===== src/rtl/spi_peripheral.sv =====
// spi_peripheral: SPI mode-0 peripheral (CPOL=0, CPHA=0), far end of the SPI master.
//
// All SPI pins are oversampled on raw_clk through SYNC_STAGES synchroniser flops
// plus one edge-detect flop. Bytes are shifted MSB first. A one-entry holding
// register supplies the reply byte. IDLE_BYTE is sent when the holding register
// is empty at a byte boundary.
//
// Ports
//   raw_clk      system clock (only clock)
//   reset        synchronous, active-high reset
//   cs_n         SPI chip select, active low (async)
//   sclk         SPI clock, idles low (async)
//   mosi         SPI data in (async)
//   miso         SPI data out, registered
//   tx_data      next reply byte
//   tx_load      write tx_data into the holding register
//   tx_ready     holding register empty
//   rx_data      last complete received byte
//   rx_valid     one-cycle strobe, rx_data updated
//   tx_underrun  one-cycle strobe, IDLE_BYTE substituted for an empty holding register
//   active       transfer in progress (state SHIFT)
//
// state   | meaning
// --------+------------------------------------------------------------
// S_IDLE  | chip select not asserted; sclk events ignored, miso held 0
// S_SHIFT | chip select asserted; shift on sclk rise/fall events

module spi_peripheral #(
    parameter int unsigned SYNC_STAGES = 2,
    parameter logic [7:0]  IDLE_BYTE   = 8'h00
) (
    input  logic       raw_clk,
    input  logic       reset,
    input  logic       cs_n,
    input  logic       sclk,
    input  logic       mosi,
    output logic       miso,
    input  logic [7:0] tx_data,
    input  logic       tx_load,
    output logic       tx_ready,
    output logic [7:0] rx_data,
    output logic       rx_valid,
    output logic       tx_underrun,
    output logic       active
);

    typedef enum logic {
        S_IDLE  = 1'b0,
        S_SHIFT = 1'b1
    } state_e;

    state_e state_q, state_d;

    // ------------------------------------------------------------------
    // Input conditioning
    // ------------------------------------------------------------------
    logic [SYNC_STAGES-1:0] cs_sync_q;
    logic [SYNC_STAGES-1:0] sclk_sync_q;
    logic [SYNC_STAGES-1:0] mosi_sync_q;
    logic [SYNC_STAGES-1:0] fill_q;
    logic                   cs_prev_q;
    logic                   sclk_prev_q;
    logic                   armed_q;

    logic cs_s, sclk_s, mosi_s;
    logic cs_fall_ev, cs_rise_ev, sclk_rise_ev, sclk_fall_ev;

    assign cs_s   = cs_sync_q[SYNC_STAGES-1];
    assign sclk_s = sclk_sync_q[SYNC_STAGES-1];
    assign mosi_s = mosi_sync_q[SYNC_STAGES-1];

    // The chain resets to "cs high", so a cs_n held low across reset release
    // would otherwise ripple through as a fall. armed_q only sets once the
    // chain has been refilled with real pin samples and shows cs high.
    assign cs_fall_ev   = armed_q & cs_prev_q & ~cs_s;
    assign cs_rise_ev   = ~cs_prev_q & cs_s;
    assign sclk_rise_ev = ~sclk_prev_q & sclk_s;
    assign sclk_fall_ev = sclk_prev_q & ~sclk_s;

    always_ff @(posedge raw_clk) begin
        if (reset) begin
            cs_sync_q   <= '1;
            sclk_sync_q <= '0;
            mosi_sync_q <= '0;
            fill_q      <= '0;
            cs_prev_q   <= 1'b1;
            sclk_prev_q <= 1'b0;
            armed_q     <= 1'b0;
        end else begin
            cs_sync_q   <= {cs_sync_q[SYNC_STAGES-2:0], cs_n};
            sclk_sync_q <= {sclk_sync_q[SYNC_STAGES-2:0], sclk};
            mosi_sync_q <= {mosi_sync_q[SYNC_STAGES-2:0], mosi};
            fill_q      <= {fill_q[SYNC_STAGES-2:0], 1'b1};
            cs_prev_q   <= cs_s;
            sclk_prev_q <= sclk_s;
            armed_q     <= armed_q | (cs_s & fill_q[SYNC_STAGES-1]);
        end
    end

    // ------------------------------------------------------------------
    // FSM
    // ------------------------------------------------------------------
    always_ff @(posedge raw_clk) begin
        if (reset) begin
            state_q <= S_IDLE;
        end else begin
            state_q <= state_d;
        end
    end

    always_comb begin
        state_d = state_q;
        case (state_q)
            S_IDLE:  if (cs_fall_ev) state_d = S_SHIFT;
            S_SHIFT: if (cs_rise_ev) state_d = S_IDLE;
            default: state_d = S_IDLE;
        endcase
    end

    always_comb begin
        active = (state_q == S_SHIFT);
    end

    // ------------------------------------------------------------------
    // Datapath
    // ------------------------------------------------------------------
    // Bit 7 of a loaded byte goes straight to miso, so only bits 6:0 are kept.
    logic [6:0] tx_shift_q, tx_shift_d;
    logic [6:0] rx_shift_q, rx_shift_d;
    logic [2:0] bit_cnt_q, bit_cnt_d;
    logic       byte_done_q, byte_done_d;
    logic       miso_q, miso_d;
    logic [7:0] rx_data_q, rx_data_d;
    logic       rx_valid_q, rx_valid_d;
    logic       underrun_q, underrun_d;
    logic [7:0] hold_q, hold_d;
    logic       hold_full_q, hold_full_d;
    logic       reload;
    logic       consume;

    always_comb begin
        tx_shift_d  = tx_shift_q;
        rx_shift_d  = rx_shift_q;
        bit_cnt_d   = bit_cnt_q;
        byte_done_d = byte_done_q;
        miso_d      = miso_q;
        rx_data_d   = rx_data_q;
        rx_valid_d  = 1'b0;
        underrun_d  = 1'b0;
        hold_d      = hold_q;
        hold_full_d = hold_full_q;
        reload      = 1'b0;
        consume     = 1'b0;

        case (state_q)
            S_IDLE: begin
                if (cs_fall_ev) begin
                    reload      = 1'b1;
                    bit_cnt_d   = 3'd0;
                    byte_done_d = 1'b0;
                end
            end
            S_SHIFT: begin
                // cs rise takes priority; a coincident sclk event is dropped.
                if (cs_rise_ev) begin
                    bit_cnt_d   = 3'd0;
                    byte_done_d = 1'b0;
                    miso_d      = 1'b0;
                end else if (sclk_rise_ev) begin
                    rx_shift_d = {rx_shift_q[5:0], mosi_s};
                    bit_cnt_d  = bit_cnt_q + 3'd1;
                    if (bit_cnt_q == 3'd7) begin
                        rx_data_d   = {rx_shift_q, mosi_s};
                        rx_valid_d  = 1'b1;
                        byte_done_d = 1'b1;
                    end
                end else if (sclk_fall_ev) begin
                    if (byte_done_q) begin
                        reload      = 1'b1;
                        byte_done_d = 1'b0;
                    end else begin
                        tx_shift_d = {tx_shift_q[5:0], 1'b0};
                        miso_d     = tx_shift_q[6];
                    end
                end
            end
            default: ;
        endcase

        if (reload) begin
            if (hold_full_q) begin
                tx_shift_d = hold_q[6:0];
                miso_d     = hold_q[7];
                consume    = 1'b1;
            end else begin
                tx_shift_d = IDLE_BYTE[6:0];
                miso_d     = IDLE_BYTE[7];
                underrun_d = 1'b1;
            end
        end

        if (consume) begin
            hold_full_d = 1'b0;
        end
        // A load on the consume cycle refills the slot the reload just freed.
        if (tx_load && (!hold_full_q || consume)) begin
            hold_d      = tx_data;
            hold_full_d = 1'b1;
        end
    end

    always_ff @(posedge raw_clk) begin
        if (reset) begin
            tx_shift_q  <= '0;
            rx_shift_q  <= '0;
            bit_cnt_q   <= '0;
            byte_done_q <= 1'b0;
            miso_q      <= 1'b0;
            rx_data_q   <= '0;
            rx_valid_q  <= 1'b0;
            underrun_q  <= 1'b0;
            hold_q      <= '0;
            hold_full_q <= 1'b0;
        end else begin
            tx_shift_q  <= tx_shift_d;
            rx_shift_q  <= rx_shift_d;
            bit_cnt_q   <= bit_cnt_d;
            byte_done_q <= byte_done_d;
            miso_q      <= miso_d;
            rx_data_q   <= rx_data_d;
            rx_valid_q  <= rx_valid_d;
            underrun_q  <= underrun_d;
            hold_q      <= hold_d;
            hold_full_q <= hold_full_d;
        end
    end

    assign miso        = miso_q;
    assign rx_data     = rx_data_q;
    assign rx_valid    = rx_valid_q;
    assign tx_underrun = underrun_q;
    assign tx_ready    = ~hold_full_q;

endmodule

===== config.mk =====
export PLATFORM = sky130hd
export DESIGN_NAME = spi_peripheral
export DESIGN_NICKNAME = d
export VERILOG_FILES = /design/src/rtl/spi_peripheral.sv
export SDC_FILE = /design/constraint.sdc
export NUM_CORES = 1
export LEC_CHECK = 0
export ABC_CLOCK_PERIOD_IN_PS = 2150
export BUFFER_PORTS_ARGS = -buffer_cell sky130_fd_sc_hd__buf_2
export CAP_MARGIN = 15
export CORE_ASPECT_RATIO = 0.9
export CORE_MARGIN = 8
export CORE_UTILIZATION = 45
export CTS_CLUSTER_SIZE = 10
export DETAILED_ROUTE_END_ITERATION = 8
export PLACE_DENSITY = 0.76
export SYNTH_ARGS = -nofsm -noshare
export SYNTH_HDL_FRONTEND = slang
export SYNTH_SLANG_ARGS = --single-unit

===== constraint.sdc =====
create_clock -name raw_clk -period 2.15 [get_ports raw_clk]
set_input_delay 0.1075 -clock raw_clk [delete_from_list [all_inputs] [get_ports raw_clk]]
set_output_delay 0.1075 -clock raw_clk [all_outputs]
set_load 0.05 [all_outputs]

==> results.tsv, run 1 <==
metric	value	unit
power consumption	1.62	mW
arrival time of the worst setup path	2.04	ns
root buffer cell	clkbuf_8	
number of antenna violations at the first check in global routing	0	
sequential element share of the synthesized area	0.504	
gate count after technology mapping	223	
unrepaired setup endpoints after global routing	false	
maximum clock frequency	547	MHz
status	finished, final reports clean	
worst r2r path cells	6	
setup violation total in the final timing report	0	
largest net degree at the start of global routing	39	
TritonCTS clock tree	yes	
clock network latency to the later pin of the worst-skew pair	0.31	ns
synthesized flop and latch total	50	
transition time of the tightest slew-check pin	0.578	ns
register-to-register setup slack	0.32	ns
portion of the clock cycle consumed by the worst path in the final layout	0.850	
count of nets left with antenna violations after detail routing	0	
I/O pin cnt	27	
count of input and output buffers	26	
CTS clk-pin slew, worst paths	0.09	ns
CP Max Fanout	8	
crit path launch type	flip-flop	
H-tree levels	2	
tightest hold margin	0.00731	ns
largest buffer count on any clock path	2	
Syn Std Cell Area	1980	um^2
floorplan core area	4350	um^2
clock tree sinks	50	
number of hold-slack violations in the final timing report	0	
number of global-route vias before repair	1445	
Setup Total Neg Slack	0	ns
RR Endpoint	tx_shift_q[6]	
first-pass detailed-route iteration total	4	
initial detailed-routing violation count	83	
grt total ovfl	0	
DIE HEIGHT	79	um
global-route wire length before repair	6080	um
Total GRT Usage	0.109	
DIE AREA	6790	um^2
headroom to the max-slew limit	0.615	
final routed wirelength across all metal layers	3570	um
Die X-Extent	86	um
commonest non-fill, non-tap cells in the layout	50 x nand2_1, 50 x dfxtp_1, 26 x buf_2, 23 x a21oi_1, 16 x nand3_1	
static leakage	0.855	nW
Synth Warn #	0	
post-cts gate resize count	0	
Hold WC Path Type	input pin to flip-flop	
Filler Cells Inserted	425	
Syn Area/Cell	8.90	um^2
Via density	4.88	
Max-cap violations	0	
Worst IR Drop VDD	0.521	mV
net count after synthesis	241	
Pwr per Cell Area	720	nW/um^2
Yosys cell types	32	
Min-Delay Startpoint	sclk	
ratio of cells with drive above 1 in the final layout	0.178	
# rows	23	
number of hold buffers added after cts	2	
effective utilization at floorplan	0.457	
vias post-DR	1507	
count of cells along the worst hold path	2	
total clock buffers created by CTS	5	
Remaining DRCs	0	
Final #Nets	264	
number of diodes added for antenna fixing	0	
Slew Limit Fails	0	
worst setup skew after layout	0.00729	ns
# Post-CTS Setup Buffers	0	
Crit Reg-Reg Startpoint	sclk_prev_q	
Setup Crit Path Kind	flip-flop to flip-flop	
gpl congestion	0.769	
Area Growth Syn to Fin	13.2	%
required arrival time at the worst endpoint	2.36	ns
final critical delay including setup and external delays	1.83	ns
routed wirelength normalized by instance count	11.6	um
detailed-placement wirelength estimate	2450	um
kind of end point of the critical path	flip-flop	
Worst Hold Path EP	sclk_sync_q[0]	
## logic make-up (layout without fill, tap and decap cells)
group,Yosys count,in the layout,synth area share
and+or+nand+nor,98,98,0.229
DFF,50,50,0.504
AOI/OAI and AO/OA,41,41,0.146
buffers and inverters,22,46,0.0549
muxes,8,8,0.0404
adders and majority gates,4,4,0.0252
## Yosys cell counts (all sizes together)
cell,number,area [um^2]
a31oi,1,6.26
ha,4,50.1
o221a,1,11.3
o31ai,1,7.51
mux2i,8,80.1
nor3b,2,15.0
nand2,50,188
nand2b,3,18.8
o22a,2,17.5
a41oi,1,27.5
a21boi,1,11.3
a21oi,23,115
a41o,1,10.0
buf,7,52.5
nand4,1,6.26
inv,7,26.3
nand3,16,80.1
clkbuf,8,30.0
nor2b,6,37.5
or2,2,12.5
nand4b,1,8.76
dfxtp,50,1000
a311oi,6,52.6
nor3,1,5.00
and4bb,1,16.3
nand4bb,1,11.3
and3,1,6.26
o311ai,1,16.3
nor2,13,48.8
o21ai,3,15.0
## registers in the layout (all words and copies together) (netlist names), 3 cells and up
signal / cells
tx_shift_q: 7
bit_cnt_q: 3
hold_q: 8
rx_shift_q: 7
rx_data: 8
## report_power, final
part	total [mW]	internal [mW]	switching [mW]
clock	0.555	0.235	0.320
sequential	0.967	0.949	0.0178
combinational	0.0953	0.0406	0.0548
total	1.62	1.22	0.393
## worst max-delay path, cell delays in order (launching register included)
cell      delay, ns
dfxtp_1        0.34
inv_1          0.05
ha_1           0.26
nor2b_1        0.28
a41o_1         0.39
nand3_1        0.12
a311oi_1       0.30
## metrics by stage
stage          std cells  area, um^2   util  setup WS [ns]
6_report             309        2250  0.517          0.323
5_1_grt              309        2250  0.517          0.182
4_1_cts              309        2250  0.517          0.315
3_5_place_dp         299        2130  0.491          0.357
3_3_place_gp         299        2130  0.491          0.448
2_1_floorplan        223        1980      -          0.317
## layout make-up
type / count / area, um^2 / share of cell area
inverters: 7 / 26.3 / 0.0117
multi-input cells: 151 / 875 / 0.389
well taps: 62 / 77.6 / 0.0345
repair buffers: 31 / 173 / 0.0769
clock inverters: 3 / 25.0 / 0.0111
clock buffers: 5 / 68.8 / 0.0306
flip-flops and latches: 50 / 1000 / 0.446
## worst max path at each step
| stage | startpoint | to | depth (start not counted) |
|---|---|---|---|
| 3_3_place_gp | active | hold_q[4] | 5 |
| 6_report | sclk_prev_q | tx_shift_q[6] | 6 |
| 2_1_floorplan | active | hold_q[0] | 6 |
| 3_5_place_dp | sclk_prev_q | tx_shift_q[6] | 6 |
| 5_1_grt | sclk_prev_q | hold_q[0] | 7 |
| 4_1_cts | sclk_prev_q | tx_shift_q[6] | 6 |
## metal layers
layer | wire, um | global-route usage | vias up
met5 | 0 | 0 | -
met4 | 25 | 0.0315 | 0
met3 | 183 | 0.0485 | 4
met2 | 1600 | 0.178 | 23
met1 | 1770 | 0.127 | 680
li1 | - | - | 800
Power figures use the tool's default switching activity.
==> run 2: changes to the inputs <==
--- a/config.mk
+++ b/config.mk
@@ -5,7 +5,7 @@
 export SDC_FILE = /design/constraint.sdc
 export NUM_CORES = 1
 export LEC_CHECK = 0
-export ABC_CLOCK_PERIOD_IN_PS = 2150
+export ABC_CLOCK_PERIOD_IN_PS = 1800
 export BUFFER_PORTS_ARGS = -buffer_cell sky130_fd_sc_hd__buf_2
 export CAP_MARGIN = 15
 export CORE_ASPECT_RATIO = 0.9
==> constraint.sdc (replaced) <==
create_clock -name raw_clk -period 1.8 [get_ports raw_clk]
set_input_delay 0.09 -clock raw_clk [delete_from_list [all_inputs] [get_ports raw_clk]]
set_output_delay 0.09 -clock raw_clk [all_outputs]
set_load 0.05 [all_outputs]
==> run 2 against run 1 <==
  * Register-to-register slack got worse by 0.18 ns
  * Largest cell class unchanged
  * Combinational power increased by 28%
  * Total power increased by 20%
  * Cell count increased by 1.9%
  * Sequential power increased by 19%
  * Maximum frequency increased by 10%
  * Critical path depth increased by 1
  * Clock power increased by 20%
  * Setup slack got worse by 0.18 ns
  * Highest routed layer unchanged
==> results.tsv, run 2 (same netlist as run 1, synthesis figures left out) <==
metric	value	unit	change
first-pass detailed-route iteration total	4		unchanged
gpl congestion	0.729		-5.1%
Via density	4.84		-0.67%
Setup Crit Path Kind	flip-flop to flip-flop		
effective utilization at floorplan	0.457		unchanged
count of cells along the worst hold path	3		+1
total clock buffers created by CTS	5		unchanged
routed wirelength normalized by instance count	11.9	um	+2.8%
Pwr per Cell Area	839	nW/um^2	+17%
H-tree levels	2		unchanged
crit path cell chain	inv_1, ha_2, nand2b_1, o311ai_2, buf_4, nor2_1, a311oi_1		
register-to-register setup slack	0.14	ns	-0.18 ns
Cell Count Post-Placement	303		+1.3%
portion of the clock cycle consumed by the worst path in the final layout	0.922		+0.0723
largest buffer count on any clock path	2		unchanged
Crit Reg-Reg Startpoint	sclk_prev_q		
Layout Cell Area excl Fill	2320	um^2	+3.1%
crit path launch type	flip-flop		
Min-Delay Startpoint	tx_load		
tightest hold margin	0.0260	ns	+0.0187 ns
clock network latency to the later pin of the worst-skew pair	0.30	ns	about the same
count of nets left with antenna violations after detail routing	0		unchanged
required arrival time at the worst endpoint	2.01	ns	-0.35 ns
TritonCTS clock tree	yes		
number of global-route vias before repair	1577		+9.1%
arrival time of the worst setup path	1.87	ns	-0.17 ns
final critical delay including setup and external delays	1.66	ns	-0.167 ns
DIE HEIGHT	79	um	unchanged
commonest non-fill, non-tap cells in the layout	50 x nand2_1, 48 x dfxtp_1, 26 x buf_2, 23 x a21oi_1, 16 x nand3_1		
Worst path top cell family by delay	compound AO/OA/AOI/OAI gates		
Max-cap violations	0		unchanged
kind of end point of the critical path	flip-flop		
# Post-CTS Setup Buffers	0		unchanged
worst r2r path cells	7		+1
status	finished, final reports clean		
Total GRT Usage	0.120		+0.0102
Area Growth Syn to Fin	16.7	%	
grt total ovfl	0		unchanged
global-route wire length before repair	6640	um	+9.2%
Die X-Extent	86	um	unchanged
transition time of the tightest slew-check pin	0.582	ns	+0.00424 ns
cell area after placement	2180	um^2	+2.1%
commonest non-fill, non-tap cell in the layout	nand2_1		
Worst IR Drop VDD	0.394	mV	-24%
worst setup skew after layout	0.00745	ns	+0.000165 ns
number of antenna violations at the first check in global routing	0		unchanged
Hold WC Path Type	input pin to flip-flop		
number of hold-slack violations in the final timing report	0		unchanged
floorplan core area	4350	um^2	unchanged
detailed-placement wirelength estimate	2510	um	+2.3%
Filler Cells Inserted	437		+2.8%
largest net degree at the start of global routing	39		unchanged
Worst Hold Path EP	hold_full_q		
Final #Nets	270		+2.3%
Slew Limit Fails	0		unchanged
initial detailed-routing violation count	134		+61%
longest individual stage delay on the worst path	0.34	ns	-0.05 ns
count of input and output buffers	26		unchanged
Worst Setup SP	sclk_prev_q		
number of diodes added for antenna fixing	0		unchanged
static leakage	0.889	nW	+4.0%
slowest stage cell on the critical path	dfxtp_2		
# rows	23		unchanged
Setup Total Neg Slack	0	ns	unchanged
headroom to the max-slew limit	0.612		-0.00325
CTS clk-pin slew, worst paths	0.09	ns	about the same
Remaining DRCs	0		unchanged
number of non-filler instances in the completed layout	315		+1.9%
root buffer cell	clkbuf_8		
maximum clock frequency	603	MHz	+10%
ratio of cells with drive above 1 in the final layout	0.209		+0.0313
buffering stage count on the worst path with inverters included	2		+1
clock tree sinks	50		unchanged
I/O pin cnt	27		unchanged
RR Endpoint	tx_shift_q[6]		
unrepaired setup endpoints after global routing	false		
CP Max Fanout	8		unchanged
setup violation total in the final timing report	0		unchanged
final routed wirelength across all metal layers	3740	um	+4.8%
vias post-DR	1526		+1.3%
DIE AREA	6790	um^2	unchanged
-- run 2: cell type report --
class / instances / area, um^2 / area share
Sequential cell: 50 / 1000 / 0.433
Multi-Input combinational cell: 151 / 881 / 0.380
Timing Repair Buffer: 37 / 236 / 0.102
Clock buffer: 7 / 86.3 / 0.0373
Tap cell: 62 / 77.6 / 0.0335
Inverter: 7 / 26.3 / 0.0113
Clock inverter: 1 / 5.00 / 0.00216
-- run 2: worst max path at each step --
stage                               end  slack, ns  cells after the start
after floorplan               hold_q[0]       0.15                      6
after global placement    tx_shift_q[4]       0.13                      7
after detailed placement  tx_shift_q[1]       0.04                      6
after CTS                 tx_shift_q[1]      0.008                      6
after global routing      tx_shift_q[4]      0.008                      5
final                     tx_shift_q[6]       0.14                      7
-- run 2: metal layers --
| metal | up-vias | routed length, um | global-route usage |
|---|---|---|---|
| met2 | 27 | 1740 | 0.207 |
| met1 | 687 | 1800 | 0.133 |
| met5 | - | 0 | 0 |
| met4 | 0 | 4 | 0.0315 |
| li1 | 810 | - | - |
| met3 | 2 | 204 | 0.0485 |
-- run 2: timing repair --
action | CTS | global route
hold endpoints to repair | 3 | 0
hold buffers | 3 | 0
setup endpoints to repair | 0 | 14
resized for setup | 0 | 4
-- run 2: worst register-to-register path, cell delays in order (launching register included) --
cell and delay, ns:
dfxtp_2 0.34, inv_1 0.04, ha_2 0.21, nand2b_1 0.18, o311ai_2 0.32, buf_4 0.21, nor2_1 0.05, a311oi_1 0.22
-- run 2: report_power, final --
group	total, mW	switching, mW	internal [mW]
sequential	1.15	0.0210	1.13
clock	0.666	0.356	0.311
combinational	0.122	0.0671	0.0552
-- run 2: through the flow --
stage          setup slack, ns   util  total power, mW
2_1_floorplan            0.146      -             1.26
3_3_place_gp             0.129  0.501             1.29
3_5_place_dp            0.0361  0.501             1.30
4_1_cts                0.00771  0.529             1.96
5_1_grt                0.00774  0.533             2.03
6_report                 0.141  0.533             1.94
==> run 3: changes to the inputs <==
--- a/config.mk
+++ b/config.mk
@@ -10,10 +10,11 @@
 export CAP_MARGIN = 15
 export CORE_ASPECT_RATIO = 0.9
 export CORE_MARGIN = 8
-export CORE_UTILIZATION = 45
+export CORE_UTILIZATION = 56
 export CTS_CLUSTER_SIZE = 10
 export DETAILED_ROUTE_END_ITERATION = 8
-export PLACE_DENSITY = 0.76
+export PLACE_DENSITY = 0.89
+export SETUP_SLACK_MARGIN = 0.1
 export SYNTH_ARGS = -nofsm -noshare
 export SYNTH_HDL_FRONTEND = slang
 export SYNTH_SLANG_ARGS = --single-unit
==> run 3 against run 2 <==
  * Wire length rose by 11%
  * Sequential share of layout area fell by 0.37 points
  * Setup slack got worse by 0.011 ns
  * Critical path type unchanged
  * Highest routed layer unchanged
==> results.tsv, run 3 (same netlist as run 1, synthesis figures left out) <==
metric	value	unit	change
number of hold-slack violations in the final timing report	0		unchanged
first-pass detailed-route iteration total	5		+1
largest buffer count on any clock path	2		unchanged
arrival time of the worst setup path	1.89	ns	+0.02 ns
portion of the clock cycle consumed by the worst path in the final layout	0.928		+0.00595
headroom to the max-slew limit	0.630		+0.0178
I/O pin cnt	27		unchanged
routed wirelength normalized by instance count	13.9	um	+17%
ratio of cells with drive above 1 in the final layout	0.231		+0.0219
power consumption	1.95	mW	+0.31%
vias post-DR	1646		+7.9%
slowest stage cell on the critical path	dfxtp_1		
cell area after placement	2150	um^2	-1.0%
grt total ovfl	0		unchanged
Max-cap violations	0		unchanged
H-tree levels	2		unchanged
CP Max Fanout	8		unchanged
fraction of met3 tracks used by global routing	0.0383		-0.0102
count of nets left with antenna violations after detail routing	0		unchanged
global-route wire length before repair	6570	um	-1.0%
# rows	20		-13%
Die X-Extent	78.7	um	-8.4%
Hold WC Path Type	input pin to flip-flop		
buffering stage count on the worst path with inverters included	2		unchanged
status	finished, final reports clean		
gpl congestion	0.757		+3.8%
Setup Crit Path Kind	flip-flop to flip-flop		
clock tree sinks	50		unchanged
effective utilization at floorplan	0.587		+0.131
static leakage	0.934	nW	+5.0%
largest net degree at the start of global routing	39		unchanged
register-to-register setup slack	0.13	ns	about the same
count of input and output buffers	26		unchanged
commonest non-fill, non-tap cells in the layout	50 x nand2_1, 48 x dfxtp_1, 27 x buf_2, 23 x a21oi_1, 16 x nand3_1		
TritonCTS clock tree	yes		
longest individual stage delay on the worst path	0.34	ns	about the same
CTS clk-pin slew, worst paths	0.09	ns	about the same
clock network latency to the later pin of the worst-skew pair	0.31	ns	about the same
Layout Cell Area excl Fill	2340	um^2	+0.86%
met2 track demand over resource in global routing	0.229		+0.0221
number of diodes added for antenna fixing	0		unchanged
Slew Limit Fails	0		unchanged
crit path cell chain	inv_1, ha_2, nand2b_4, o311ai_4, buf_4, nor2_1, a311oi_1		
worst setup skew after layout	0.00566	ns	-0.00179 ns
Via density	5.51		+14%
commonest non-fill, non-tap cell in the layout	nand2_1		
final critical delay including setup and external delays	1.67	ns	+0.0107 ns
worst r2r path cells	7		unchanged
Pwr per Cell Area	835	nW/um^2	-0.54%
floorplan core area	3380	um^2	-22%
number of global-route vias before repair	1522		-3.5%
maximum clock frequency	599	MHz	-0.64%
Worst path top cell family by delay	compound AO/OA/AOI/OAI gates		
initial detailed-routing violation count	108		-19%
busiest layer in global routing	met2		
RR Endpoint	tx_shift_q[2]		
Crit Reg-Reg Startpoint	sclk_prev_q		
Final #Nets	272		+0.74%
final routed wirelength across all metal layers	4170	um	+11%
Worst IR Drop VDD	0.556	mV	+41%
DIE AREA	5710	um^2	-16%
Remaining DRCs	0		unchanged
met1 capacity usage during global routing	0.165		+0.0319
total clock buffers created by CTS	5		unchanged
Total GRT Usage	0.143		+0.0237
Setup Total Neg Slack	0	ns	unchanged
root buffer cell	clkbuf_8		
count of cells along the worst hold path	3		unchanged
core occupancy in the finished layout	0.691		+0.159
setup violation total in the final timing report	0		unchanged
transition time of the tightest slew-check pin	0.555	ns	-0.0267 ns
Min-Delay Startpoint	tx_load		
crit path launch type	flip-flop		
Area Growth Syn to Fin	17.7	%	
unrepaired setup endpoints after global routing	false		
Worst Hold Path EP	hold_full_q		
DIE HEIGHT	72.5	um	-8.3%
number of antenna violations at the first check in global routing	0		unchanged
detailed-placement wirelength estimate	2680	um	+7.1%
kind of end point of the critical path	flip-flop		
required arrival time at the worst endpoint	2.02	ns	about the same
run 3: worst max path at each step:
| stage | start | to | depth (start not counted) |
|---|---|---|---|
| after global placement | sclk_prev_q | tx_shift_q[5] | 6 |
| after CTS | sclk_prev_q | tx_shift_q[2] | 7 |
| after global routing | sclk_sync_q[1] | hold_q[5] | 7 |
| after floorplan | active | hold_q[0] | 6 |
| after detailed placement | sclk_prev_q | tx_shift_q[6] | 6 |
| final | sclk_prev_q | tx_shift_q[2] | 7 |
run 3: power breakdown:
group | switching, mW | internal (mW) | total [mW] | leakage, nW
registers | 0.0229 | 1.13 | 1.16 | 0.408
clock network | 0.383 | 0.281 | 0.664 | 0.0447
logic | 0.0704 | 0.0585 | 0.129 | 0.481
run 3: worst register-to-register path, stage by stage (launching register included):
cell	delay, ns
dfxtp_1	0.34
inv_1	0.05
ha_2	0.23
nand2b_4	0.18
o311ai_4	0.28
buf_4	0.20
nor2_1	0.06
a311oi_1	0.24
run 3: metrics by stage:
step	hold slack, ns	setup WS, ns	cells
after global routing	0.0233	0.0804	299
after global placement	0.272	0.139	285
final	0.00806	0.130	299
after CTS	0.00362	0.104	297
after detailed placement	0.283	0.0455	285
after floorplan	0.194	0.146	223
run 3: area by class of cell:
cell class	instances	area (um^2)
repair buffers	39	249
fillers	270	1040
clock inverters	3	25.0
inverters	7	26.3
clock buffers	5	68.8
well taps	44	55.1
multi-input cells	151	908
flip-flops and latches	50	1000
run 3: repair_timing:
item	4_1_cts	5_1_grt
setup buffers	1	1
pin swaps	0	1
endpoints found under the hold margin	3	0
hold buffers	3	0
endpoints found under the setup margin	6	13
gates cloned	0	1
gates resized for setup	2	9
run 3: routing by layer:
metal / vias to the layer above / share of wire / routed length (um)
li1: 823 / - / -
met1: 762 / 0.44 / 1820
met2: 55 / 0.49 / 2050
met3: 6 / 0.055 / 228
met4: 0 / 0.019 / 80
met5: - / 0 / 0
